[src/rtl/bp_resolve.sv]
// Branch resolution stage: forms fetch-side predictions, tracks in-flight branches
// in a FIFO, and on a mispredict flips the predictor bit, redirects fetch and flushes.
module bp_resolve #(
  parameter int DEPTH = 4,
  parameter int PC_W  = 16
) (
  input  logic            clk,
  input  logic            rst_n,
  input  logic            if_valid,
  input  logic [PC_W-1:0] if_pc,
  input  logic [8:0]      if_offset,
  input  logic            if_pred,
  output logic [3:0]      pred_idx,
  output logic            pred_taken,
  output logic [PC_W-1:0] pred_target,
  input  logic            stall,
  input  logic            ex_valid,
  input  logic            ex_taken,
  output logic            bp_we,
  output logic [3:0]      bp_waddr,
  output logic            redirect,
  output logic [PC_W-1:0] redirect_pc,
  output logic            q_full,
  output logic            q_empty,
  output logic            ovf,
  output logic            unf,
  output logic [15:0]     br_cnt,
  output logic [15:0]     mp_cnt
);
  localparam int AW = $clog2(DEPTH);

  typedef struct packed {
    logic [PC_W-1:0] pc;
    logic            pred;
    logic [PC_W-1:0] tgt;
  } ent_t;

  ent_t            mem_q [DEPTH];
  logic [AW-1:0]   wr_ptr_q, rd_ptr_q;
  logic [AW:0]     cnt_q, cnt_d;
  logic            bp_we_q, redirect_q, ovf_q, unf_q;
  logic [3:0]      bp_waddr_q;
  logic [PC_W-1:0] redirect_pc_q;
  logic [15:0]     br_cnt_q, mp_cnt_q;

  logic [PC_W-1:0] off_sx;
  ent_t            head;
  logic            pop, mispredict, push, push_ok;

  assign off_sx      = {{(PC_W-9){if_offset[8]}}, if_offset};
  assign pred_idx    = if_pc[4:1];
  assign pred_taken  = if_valid & if_pred;
  assign pred_target = if_pc + PC_W'(2) + (off_sx << 1);

  assign q_empty = (cnt_q == '0);
  assign q_full  = (cnt_q == (AW+1)'(DEPTH));
  assign head    = mem_q[rd_ptr_q];

  assign pop        = ex_valid & ~stall & ~q_empty;
  assign mispredict = pop & (head.pred != ex_taken);
  assign push       = if_valid & ~stall & ~mispredict;
  // A full FIFO still accepts a push when the head leaves on the same edge.
  assign push_ok    = push & (~q_full | pop);
  assign cnt_d      = cnt_q + (AW+1)'(push_ok) - (AW+1)'(pop);

  always_ff @(posedge clk) begin
    if (push_ok) mem_q[wr_ptr_q] <= '{pc: if_pc, pred: if_pred, tgt: pred_target};
  end

  always_ff @(posedge clk or negedge rst_n) begin
    if (!rst_n) begin
      wr_ptr_q      <= '0;
      rd_ptr_q      <= '0;
      cnt_q         <= '0;
      bp_we_q       <= 1'b0;
      bp_waddr_q    <= '0;
      redirect_q    <= 1'b0;
      redirect_pc_q <= '0;
      ovf_q         <= 1'b0;
      unf_q         <= 1'b0;
      br_cnt_q      <= '0;
      mp_cnt_q      <= '0;
    end else begin
      bp_we_q    <= mispredict;
      redirect_q <= mispredict;
      if (mispredict) begin
        bp_waddr_q    <= head.pc[4:1];
        redirect_pc_q <= ex_taken ? head.tgt : head.pc + PC_W'(2);
        wr_ptr_q      <= '0;
        rd_ptr_q      <= '0;
        cnt_q         <= '0;
        if (mp_cnt_q != 16'hFFFF) mp_cnt_q <= mp_cnt_q + 16'd1;
      end else begin
        if (push_ok) wr_ptr_q <= wr_ptr_q + AW'(1);
        if (pop)     rd_ptr_q <= rd_ptr_q + AW'(1);
        cnt_q <= cnt_d;
      end
      if (pop && br_cnt_q != 16'hFFFF) br_cnt_q <= br_cnt_q + 16'd1;
      if (push && q_full && !pop)       ovf_q    <= 1'b1;
      if (ex_valid && !stall && q_empty) unf_q   <= 1'b1;
    end
  end

  assign bp_we       = bp_we_q;
  assign bp_waddr    = bp_waddr_q;
  assign redirect    = redirect_q;
  assign redirect_pc = redirect_pc_q;
  assign ovf         = ovf_q;
  assign unf         = unf_q;
  assign br_cnt      = br_cnt_q;
  assign mp_cnt      = mp_cnt_q;
endmodule
[config.mk]
export PLATFORM = sky130hd
export DESIGN_NAME = bp_resolve
export DESIGN_NICKNAME = d
export VERILOG_FILES = /design/src/rtl/bp_resolve.sv
export SDC_FILE = /design/constraint.sdc
export NUM_CORES = 1
export LEC_CHECK = 0
export CORE_MARGIN = 2
export CORE_UTILIZATION = 25
export CTS_BUF_LIST = sky130_fd_sc_hd__clkbuf_8 sky130_fd_sc_hd__clkbuf_16
export DETAILED_ROUTE_END_ITERATION = 10
export GPL_ROUTABILITY_DRIVEN = 0
export GPL_TIMING_DRIVEN = 1
export SETUP_SLACK_MARGIN = 0.3
export SLEW_MARGIN = 10
export SYNTH_ARGS = -nofsm -noshare
export SYNTH_HDL_FRONTEND = slang
export SYNTH_SLANG_ARGS = --single-unit
[constraint.sdc]
create_clock -name clk -period 6 [get_ports clk]
set_input_delay 0.6 -clock clk [delete_from_list [all_inputs] [get_ports clk]]
set_output_delay 0.6 -clock clk [all_outputs]
set_load 0.005 [all_outputs]
# Word level (Yosys, flattened, before mapping)

Memories as Yosys holds them, arrays and structs flattened.
Index checks and enable logic that the tools add are counted.
W data, S select, Z words.

$add $sub $neg: 9
Multipliers: 0
Div/mod/pow operators: 0
Order comparisons: 0
Equal/unequal tests: 4
Shift operators: 0
Muxes and demuxes: 8
Bitwise gates (word level): 12
Reductions and logical operators: 11

Operator list:

| operator                | count |
|---|---|
| $add A16 B1 Y16 const B | 2 |
| $add A16 B2 Y16 const B | 2 |
| $ne A16 B16 Y1 const B  | 2 |
| $add A16 B16 Y16        | 1 |
| $mux W16                | 1 |
| $mux W2                 | 4 |
| $and A1 B1 Y1           | 7 |
| $logic_and A1 B1 Y1     | 5 |
| $add A2 B1 Y2 const B   | 2 |
| $not A1 Y1              | 4 |
| $reduce_bool A2 Y1      | 2 |
| $add A3 B1 Y3           | 1 |
| $eq A3 B3 Y1 const B    | 1 |
| $logic_not A3 Y1        | 1 |
| $mux W3                 | 1 |
| $sub A3 B1 Y3           | 1 |
| $logic_not A1 Y1        | 2 |
| $mux W1                 | 2 |
| $reduce_and A2 Y1       | 1 |
| $ne A1 B1 Y1            | 1 |
| $or A1 B1 Y1            | 1 |

Register bits: 62
Bits in latches: 0
Memory bits (writable): 132
ROM bits: 0
Input bits: 32
Output and inout bits: 79
Logic and storage cells: 55
Memories: 1

Memory list:

| name  | words | width | read ports | clocked after Yosys merged registers in | write ports | line | RTL |
|---|---|---|---|---|---|---|---|
| mem_q | 4     | 33    | 1          | 0                                       | 1           | 38   | `ent_t mem_q [DEPTH];` |

# Depth between registers and ports, before layout

Depth after elaboration: 10
Depth in mapped cells: 13
Gate-level depth less buffers: 12

# Least setup slack after synthesis

OpenSTA, ideal clock, no wires.

Path type: input -> output
Start: input port if_pc[2]
End: output port pred_target[14]
Arrival: 2.692 ns
Required time: 5.400 ns
Setup slack: 2.708 ns
Stages on the path: 9
Path buffers: 0
Cells stage by stage: ha_1 ha_1 fa_1 a21o_1 a21oi_1 o21ai_0 or3_1 a31oi_1 xnor2_1

Cells in the longest elaborated chain, start to end: 2

RTL lines:

| what             | line | RTL |
|---|---|---|
| start, declared  | 10   | `input logic [PC_W-1:0] if_pc,` |
| $add A16 B2 Y16  | 53   | `assign pred_target = if_pc + PC_W'(2) + (off_sx << 1);` |
| $add A16 B16 Y16 | 53   |  |
| end, declared    | 15   | `output logic [PC_W-1:0] pred_target,` |

No other way between the ends.

# Final worst setup path

Ends and elaborated chain as after synthesis.

==> metrics <==
run status complete, no violations; final setup TNS 0 ns; Yosys top cell by area edfxtp_1; number of global-route vias before repair 5162; # IOs about 110; synth top area cells edfxtp_1 45%, dfrtp_1 18%, mux4_2 8.1%; Leak Pwr just under 4 nW; Rel. slew slack 0.2688; worst-path fanout max 6; detailed placement HPWL about 13000 um; Synthesized Nets ~650; hold_buf cts 0; TritonCTS clock tree done; Worst EP arrival ~4.1 ns; RSZ-0062 raised after global routing false; Max-Cap Viols 0; via count about 5000; Sequential Area between 5000 and 6000 um^2; PD cells between 400 and 500 nW/um^2; multi-input logic area around 3000 um^2; fin. max-slew vios 0; gr ovfl total 0; Max Buffers Root-to-Sink 2; GR Util All Layers 0.1116; DR iter-0 viols about 230; via/cell ratio 4.414; Tcrit/Tclk final 0.7793; chip height between 150 and 200 um; setup repair bufs after CTS 0; Synth Flop Type edfxtp_1; Routed WL just under 20000 um; crit path kind primary input to output port; Max Clk Rate approximately 210 MHz; Horiz. Die Dim 189.5 um; # fillers around 3300; CTS HTree Levels 4; crit path launch type primary input; Critical Path Sink Type output port; Netlist cell types 48; DR pass1 iterations 4; share of layout cells above drive strength 1 0.1264; # rows 67; CTS root buf clkbuf_16; first-pass GRT wire length ~30000 um; fraction of registers with async set/reset 0.3263; clk slew on worst S/H paths roughly 0.070 ns; HP Class primary input to async pin; # port buffers between 100 and 150; WL/cell 16.77 um; clk_skew 0.01752 ns; Syn Area/Cell between 10 and 15 um^2; Synth top area share 0.4466; mapped cell area ~8600 um^2; Initial Util 0.2554; endpoints failing setup 0; count leader, synth edfxtp_1; Hold Violations, Final 0; P&R area growth vs syn 25.69%; post_cts resized 0; core region area roughly 34000 um^2; min setup slack post-route approximately 1.3 ns; min Tclk post-route around 4.7 ns; CTS Sinks 190; Post-synth EDFFs ~130; ANT nets after route 0; initial antenna violation count 0; Die Area approximately 36000 um^2; Cells after Synth 584; post-synthesis sequential area ratio 0.6269; slew at the pin closest to its max-slew limit 1.094 ns; Residual DRC 0; most frequent cells after synthesis 128 x edfxtp_1, 62 x dfrtp_1, 50 x nand2_1, 36 x xnor2_1, 35 x ha_1; pre-CTS setup slack about 1.3 ns; Nets between 700 and 800; total CTS buffers 17; Required @ worst endpoint around 5.4 ns; Max VDD drop 0.0001900 V; Seq cells post-synth 190; largest net degree at the start of global routing 63; Syn. warnings 0; Worst-Skew Late Latency between 0.4 and 0.5 ns; antenna cells 0
[cell usage in the layout (no fill, tap or decap), types with 2 or more instances in the layout]
| cell type | Yosys | final |
|---|---|---|
| xnor2_1 | 36 | 36 |
| clkdlybuf4s50_1 | 0 | 109 |
| o21ai_0 | 10 | 10 |
| mux2i_1 | 6 | 6 |
| nand3_1 | 26 | 26 |
| buf_4 | 10 | 10 |
| inv_12 | 0 | 3 |
| nor3_2 | 2 | 2 |
| ha_1 | 35 | 35 |
| nand4_1 | 14 | 14 |
| nand2b_1 | 5 | 5 |
| mux4_2 | 31 | 31 |
| inv_1 | 15 | 15 |
| a21oi_1 | 11 | 11 |
| o21a_1 | 5 | 5 |
| edfxtp_1 | 128 | 128 |
| nor4_1 | 3 | 3 |
| mux2_2 | 2 | 2 |
| inv_8 | 0 | 2 |
| nor2b_1 | 3 | 3 |
| nand2_1 | 50 | 50 |
| o211ai_1 | 10 | 10 |
| xor2_1 | 25 | 25 |
| nor3_1 | 12 | 12 |
| inv_6 | 0 | 3 |
| clkbuf_16 | 0 | 17 |
| clkinv_8 | 0 | 6 |
| or2_2 | 2 | 2 |
| a31o_2 | 3 | 3 |
| or3_1 | 2 | 2 |
| nor3b_1 | 2 | 2 |
| o211ai_2 | 2 | 2 |
| dfrtp_1 | 62 | 61 |
| a21o_1 | 4 | 4 |
| and2_1 | 6 | 6 |
| and3_1 | 9 | 9 |
| fa_1 | 2 | 2 |
| nor2_1 | 24 | 24 |
| and4_1 | 2 | 2 |
[cell families (layout without fill, tap and decap cells)]
group	Yosys count	count (layout)	share of synthesized area
buf+inv	39	167	0.02413
xor+xnor	61	61	0.06208
compound gates	51	51	0.04056
flops	190	190	0.6269
simple gates	166	166	0.09872
fa+ha+maj	37	37	0.05554
mux	40	40	0.09203
[stage by stage]
stage	util	cell area [um^2]	power, W	hold WS [ns]	std cells
finish	0.3210	10820	0.004330	0.3545	1160
global route	0.3210	10820	0.004592	0.4162	1160
CTS	0.3210	10820	0.004417	0.3918	1160
detailed placement	0.3023	10190	0.003227	0.4561	1128
global placement	0.3023	10190	0.003206	0.4493	1128
floorplan	-	8606	0.002627	0.3044	584
[critical path: stages]
cell and delay (ns):
clkdlybuf4s50_1 0.49, ha_1 0.34, ha_1 0.24, fa_1 0.41, a21o_1 0.18, a21oi_1 0.30
o21ai_0 0.17, or3_1 0.33, a31oi_1 0.20, xnor2_1 0.24, clkdlybuf4s50_1 0.58
[power breakdown]
group	switching [W]	internal (W)	total (W)
combinational	0.000678	0.000681	0.00136
sequential	0.000145	0.00165	0.00179
clock	0.000599	0.000580	0.00118
[state kept, by name, summed over array words and instances, names as in the netlist]
name         cells
cnt_q            3
br_cnt          16
rd_ptr_q         2
mp_cnt          16
redirect_pc     16
wr_ptr_q         2
bp_waddr         4
unf              1
ovf              1
mem_q          128
redirect         1
[routing by layer]
metal,routed length (um),vias up,track usage
li1,-,2417,-
met1,9139,2581,0.1475
met2,9400,116,0.1874
met3,809,6,0.02398
met4,104,0,0.02654
met5,0,-,0
[final timing paths]
kind,cells past startpoint,endpoint,slack [ns],start
worst min-delay path,2,br_cnt[3]$_DFFE_PN0P_,0.35,rst_n
worst min register to register,1,unf$_DFFE_PN0P_,0.47,unf$_DFFE_PN0P_
min in group clk,1,unf$_DFFE_PN0P_,0.47,unf$_DFFE_PN0P_
worst max-delay path,11,pred_target[14],1.32,if_pc[2]
max in group asynchronous,2,rd_ptr_q[0]$_DFFE_PN0P_,5.06,rst_n
worst max register to register,6,mem_q[1][14]$_DFFE_PP_,2.89,cnt_q[1]$_DFF_PN0_
[area by class of cell]
class,count,area share
Timing Repair Buffer,120,0.1083
Multi-Input combinational cell,355,0.2776
Clock buffer,17,0.03933
Clock inverter,15,0.01885
Sequential cell,190,0.4989
Inverter,15,0.005205
Tap cell,448,0.05182
(Power assumes the default switching activity.)
